File: src/rtl/mdb_pkg.sv
// rtl/mdb_pkg.sv - shared types and default sizes for the multi-bank memory
//
// Contents:
//   DEF_DATA_W, DEF_ADDR_W, DEF_NUM_BANKS  default parameter values
//   state_t                                 controller state (CLEAR, READY)
package mdb_pkg;

    localparam int DEF_DATA_W    = 12;
    localparam int DEF_ADDR_W    = 5;
    localparam int DEF_NUM_BANKS = 4;

    typedef enum logic {
        CLEAR = 1'b0,
        READY = 1'b1
    } state_t;

endpackage

File: src/rtl/bank_ram.sv
// rtl/bank_ram.sv - one DATA_W x 2**ADDR_W bank, write port plus registered read port
//
// Ports:
//   clk    in   clock
//   rst    in   synchronous active-high reset (clears the read register only)
//   we     in   write enable
//   waddr  in   write address
//   wdata  in   write data
//   re     in   read enable; rdata updates only when set
//   raddr  in   read address
//   rdata  out  registered read data
//
// Build option: MDB_BYPASS_EN selects write-first on a same-address
// read/write collision; without it the bank is read-first.
module bank_ram
    import mdb_pkg::*;
#(
    parameter int DATA_W = DEF_DATA_W,
    parameter int ADDR_W = DEF_ADDR_W
) (
    input  logic              clk,
    input  logic              rst,
    input  logic              we,
    input  logic [ADDR_W-1:0] waddr,
    input  logic [DATA_W-1:0] wdata,
    input  logic              re,
    input  logic [ADDR_W-1:0] raddr,
    output logic [DATA_W-1:0] rdata
);

    localparam int DEPTH = 1 << ADDR_W;

    // Array has no reset; the controller's clear sweep initialises it.
    (* ram_style = "block" *) logic [DATA_W-1:0] mem [DEPTH];

    always_ff @(posedge clk) begin
        if (we) begin
            mem[waddr] <= wdata;
        end
    end

    always_ff @(posedge clk) begin
        if (rst) begin
            rdata <= '0;
        end else if (re) begin
`ifdef MDB_BYPASS_EN
            if (we && (waddr == raddr)) begin
                rdata <= wdata;
            end else begin
                rdata <= mem[raddr];
            end
`else
            rdata <= mem[raddr];
`endif
        end
    end

endmodule

File: src/rtl/multi_data_bank.sv
// rtl/multi_data_bank.sv - NUM_BANKS independent memory banks with dual access paths and clear sweep
//
// Ports:
//   clk, rst           clock, synchronous active-high reset
//   SEN, SWEN, SREN    store-path enable and per-bank write/read enables
//   IEN, IWEN, IREN    intermediate-path enable and per-bank write/read enables
//   A1, A2             per-bank write / read addresses (bank b uses slice b)
//   D                  per-bank write data
//   CLR                request a full memory clear (ignored while clearing)
//   Q                  per-bank registered read data
//   RVALID             per-bank one-cycle read strobe, aligned with Q
//   INIT_BUSY          high while the clear sweep runs
//   ERR                sticky: SEN and IEN seen together while READY
//
// Build option: MDB_BYPASS_EN (write-first collisions, see bank_ram).
module multi_data_bank
    import mdb_pkg::*;
#(
    parameter int DATA_W    = DEF_DATA_W,
    parameter int ADDR_W    = DEF_ADDR_W,
    parameter int NUM_BANKS = DEF_NUM_BANKS
) (
    input  logic                        clk,
    input  logic                        rst,
    input  logic                        SEN,
    input  logic [NUM_BANKS-1:0]        SWEN,
    input  logic [NUM_BANKS-1:0]        SREN,
    input  logic                        IEN,
    input  logic [NUM_BANKS-1:0]        IWEN,
    input  logic [NUM_BANKS-1:0]        IREN,
    input  logic [NUM_BANKS*ADDR_W-1:0] A1,
    input  logic [NUM_BANKS*ADDR_W-1:0] A2,
    input  logic [NUM_BANKS*DATA_W-1:0] D,
    input  logic                        CLR,
    output logic [NUM_BANKS*DATA_W-1:0] Q,
    output logic [NUM_BANKS-1:0]        RVALID,
    output logic                        INIT_BUSY,
    output logic                        ERR
);

    localparam logic [ADDR_W-1:0] LAST_ADDR = '1;

    state_t              state;
    logic [ADDR_W-1:0]   cnt;
    logic [NUM_BANKS-1:0] wen_sel;
    logic [NUM_BANKS-1:0] ren_sel;
    logic [NUM_BANKS-1:0] bank_we;
    logic [NUM_BANKS-1:0] bank_re;

    // The I path has priority; user enables only matter while READY.
    always_comb begin
        wen_sel = '0;
        ren_sel = '0;
        if (state == READY) begin
            if (IEN) begin
                wen_sel = IWEN;
                ren_sel = IREN;
            end else if (SEN) begin
                wen_sel = SWEN;
                ren_sel = SREN;
            end
        end
        // During the sweep every bank writes zero at cnt; no reads, so Q holds.
        if (rst) begin
            bank_we = '0;
            bank_re = '0;
        end else if (state == CLEAR) begin
            bank_we = '1;
            bank_re = '0;
        end else begin
            bank_we = wen_sel;
            bank_re = ren_sel;
        end
    end

    always_ff @(posedge clk) begin
        if (rst) begin
            state     <= CLEAR;
            cnt       <= '0;
            INIT_BUSY <= 1'b1;
            ERR       <= 1'b0;
            RVALID    <= '0;
        end else begin
            case (state)
                CLEAR: begin
                    RVALID <= '0;
                    if (cnt == LAST_ADDR) begin
                        state     <= READY;
                        cnt       <= '0;
                        INIT_BUSY <= 1'b0;
                    end else begin
                        cnt <= cnt + 1'b1;
                    end
                end
                READY: begin
                    RVALID <= ren_sel;
                    if (SEN && IEN) begin
                        ERR <= 1'b1;
                    end
                    if (CLR) begin
                        state     <= CLEAR;
                        cnt       <= '0;
                        INIT_BUSY <= 1'b1;
                    end
                end
                default: begin
                    state     <= CLEAR;
                    cnt       <= '0;
                    INIT_BUSY <= 1'b1;
                end
            endcase
        end
    end

    for (genvar b = 0; b < NUM_BANKS; b++) begin : g_bank
        logic [ADDR_W-1:0] waddr;
        logic [DATA_W-1:0] wdata;

        assign waddr = (state == CLEAR) ? cnt : A1[b*ADDR_W +: ADDR_W];
        assign wdata = (state == CLEAR) ? '0  : D[b*DATA_W +: DATA_W];

        bank_ram #(
            .DATA_W (DATA_W),
            .ADDR_W (ADDR_W)
        ) u_ram (
            .clk   (clk),
            .rst   (rst),
            .we    (bank_we[b]),
            .waddr (waddr),
            .wdata (wdata),
            .re    (bank_re[b]),
            .raddr (A2[b*ADDR_W +: ADDR_W]),
            .rdata (Q[b*DATA_W +: DATA_W])
        );
    end

endmodule
File: config.mk
export PLATFORM = sky130hd
export DESIGN_NAME = multi_data_bank
export DESIGN_NICKNAME = d
export VERILOG_FILES = /design/src/rtl/mdb_pkg.sv /design/src/rtl/bank_ram.sv /design/src/rtl/multi_data_bank.sv
export SDC_FILE = /design/constraint.sdc
export NUM_CORES = 1
export LEC_CHECK = 0
export ABC_AREA = 1
export CAP_MARGIN = 20
export CORE_UTILIZATION = 25
export DETAILED_ROUTE_END_ITERATION = 6
export PLACE_DENSITY = 0.5
export REMOVE_ABC_BUFFERS = 1
export SKIP_CTS_REPAIR_TIMING = 1
export SYNTH_ARGS = -nofsm -noshare
export SYNTH_HDL_FRONTEND = slang
export SYNTH_SLANG_ARGS = --single-unit
File: constraint.sdc
create_clock -name clk -period 4.3 [get_ports clk]
set_input_delay 1.075 -clock clk [delete_from_list [all_inputs] [get_ports clk]]
set_output_delay 1.075 -clock clk [all_outputs]
set_load 0.01 [all_outputs]
==> flow_summary.ini <==
[setup_path]
endpoint = g_bank[3].u_ram.mem[22][10]$_DFFE_PP_
crit_path_frequent_cell = buf_4
crit_path_start_kind = flop
end_kind = flop
timing.rr.end = g_bank[3].u_ram.mem[22][10]$_DFFE_PP_
arrival_ps = 3890
ff2ff_path_depth = 6
r2r_slack_ps = 920
worstSetupPathType = reg -> reg
cp_top_family = simple AND/OR/NAND/NOR gates
required_ps = 4810
cp_max_fo = 52
max_stage_delay_ps = 960
path_buf_inv = 2
crit_chain = nor2_2 > a21oi_1 > nand3_1 > buf_4 > nor2_1 > buf_4
crit_path_start = state$_SDFF_PP0_
crit_slowest_cell = dfxtp_4
reg2reg_from = state$_SDFF_PP0_
critical_path_depth = 6

[grt]
grt_pass1_vias = 42700
grt_max_degree = 193
grt_pass1_wl_mm = 288
antenna_found_initial = 15
grt-ovfl-total = 0
grt_usage = 0.149

[die]
die_x_um = 512
dieArea_mm2 = 0.262
die_h_um = 512
ios = 163
core_area_mm2 = 0.257
num_rows = 186
start_util = 0.252

[synth]
syn_area_mm2 = 0.0649
synth-seq-cells = 1596
seq_area_frac_synth = 0.729
postSynthCellCount = 5670
syn_avg_cell_area_um2 = 11.4
synth.distinct_cells = 21
ys_warn_count = 0

[power_and_ir_drop]
switching_power_w = 0.00767
combPwrFrac = 0.051
swShare = 0.228
ir_drop_uv = 368
power_frac_seq = 0.502
p_leak_nw = 28.4
clockPowerShare = 0.447
p_int_w = 0.0260
power-per-cell-area_mw_per_mm2 = 439

[cells_and_area]
syn2layout_area_growth_pct = 18.1
design_area_mm2 = 0.0766
nFillCells = 26300
fin_cells = 9416
final_common_cell = nand2_1
layout_common_cells = nand2_1, edfxtp_1, nand3_1, buf_4, clkbuf_16
drive_above_1_share = 0.0934
nets = 5994

[clock_tree]
path_clk_slew_ps = 60
htree_levels = 4
clkLatencyLatePin_ps = 840
cts_sinks = 1596
clk_path_buf_depth = 3
root_buffer = clkbuf_16
cts_tree = done
cts_buffers = 172

[sta]
rsz0062_at_grt = false
tightest_slew_ps = 1080
post-route-min-period_ps = 3380
finalCritPeriodShare = 0.786
setup-tns-final_ps = 0
setup_viol = 0
clock.fmax_mhz = 296
final_hold_viol_count = 0
holdWs_ps = 462
report.final.slew_viol_count = 0
clock_skew_ps = 57.3
slew_headroom = 0.278

[placed_design]
dp_cells = 9091
placed_cell_area_mm2 = 0.0708
port_buffers = 162
place_congestion = 0.896
hpwl_mm = 121

[routing]
vias = 42900
via_per_inst = 4.56
drt_iter0_drc = 4413
ant_nets = 0
drcViolationCount = 0
wl_mm = 198
drt-pass1-iter-count = 6
wl_per_cell_um = 21.1

[min_path]
hp-class = reg -> reg
hp-start = INIT_BUSY$_SDFFE_PP1P_

[run]
maxCapViolations = 0

[outcome]
status = finished, final reports clean
tightest hold or removal path: stages, from the launching register on:
cell	delay (ps)
dfxtp_1	300
o21ai_0	70
nand2_1	50
sequential cells by signal, summed over array words and instances, names as in the netlist:
signal,flops
RVALID,4
state,1
g_bank.u_ram.rdata,48
INIT_BUSY,1
ERR,1
cnt,5
g_bank.u_ram.mem,1536
routing by layer:
metal,track usage,up-vias,share of wire
met2,0.246,1357,0.48
met5,0,-,0.000045
met4,0.0529,2,0.031
met3,0.0226,298,0.057
li1,-,20200,-
met1,0.197,21100,0.43
per-stage QoR:
step                 util  setup slack [ps]  power [W]
CTS                 0.298               728     0.0340
detailed placement  0.275               213     0.0189
floorplan               -              1020     0.0180
global route        0.298               736     0.0347
finish              0.298               920     0.0337
global placement    0.275               199     0.0189
worst min path at each step:
stage,cells past startpoint,endpoint,slack (ps)
after floorplan,2,cnt[3]$_SDFFE_PP0P_,440
after global placement,2,INIT_BUSY$_SDFFE_PP1P_,450
after detailed placement,2,INIT_BUSY$_SDFFE_PP1P_,460
after CTS,2,INIT_BUSY$_SDFFE_PP1P_,460
after global routing,2,g_bank[1].u_ram.rdata[7]$_SDFFE_PP0P_,490
final,2,INIT_BUSY$_SDFFE_PP1P_,460
Yosys cell counts:
| library cell | count | area (um^2) |
|---|---|---|
| buf_2 | 179 | 896 |
| a21oi_2 | 4 | 35.0 |
| nor2_1 | 150 | 563 |
| nand3_1 | 1361 | 6810 |
| a32o_1 | 1 | 10.0 |
| buf_4 | 65 | 488 |
| inv_2 | 15 | 56.3 |
| inv_1 | 91 | 342 |
| clkbuf_1 | 63 | 236 |
| a22oi_1 | 8 | 60.1 |
| ha_1 | 2 | 25.0 |
| nand2_1 | 2063 | 7740 |
| buf_1 | 36 | 135 |
| o21ai_0 | 7 | 35.0 |
| clkinv_1 | 1 | 3.75 |
| or2_2 | 1 | 6.26 |
| xor2_1 | 1 | 8.76 |
| a21oi_1 | 21 | 105 |
| edfxtp_1 | 1536 | 46100 |
| nor2_2 | 5 | 31.3 |
| dfxtp_1 | 60 | 1200 |
cell families after synthesis:
group                      after synthesis  share of synthesized area
xor gates and xnor gates                 1                   0.000135
buffers and inverters                  450                     0.0332
DFF                                   1596                      0.729
adders and majority gates                2                   0.000385
AOI/OAI and AO/OA                       41                    0.00378
and+or+nand+nor                       3580                      0.233
power by group through the flow:
stage / Clock, W / Combinational (W) / Sequential, W
global route: 0.0159 / 0.00187 / 0.0169
detailed placement: 0 / 0.00171 / 0.0172
global placement: 0 / 0.00171 / 0.0172
CTS: 0.0154 / 0.00172 / 0.0169
finish: 0.0151 / 0.00171 / 0.0169
floorplan: 0 / 0.000800 / 0.0172
layout make-up:
| type | count | area [um^2] | share of cell area |
|---|---|---|---|
| clock buffers | 207 | 4500 | 0.0587 |
| clock inverters | 110 | 1300 | 0.0170 |
| inverters | 107 | 427 | 0.00557 |
| repair buffers | 382 | 3400 | 0.0444 |
| flip-flops and latches | 1596 | 47300 | 0.617 |
| diodes | 6 | 15.0 | 0.000196 |
| multi-input cells | 3624 | 15400 | 0.201 |
| well taps | 3384 | 4230 | 0.0552 |
No activity file was read; power rests on OpenSTA's default activity.
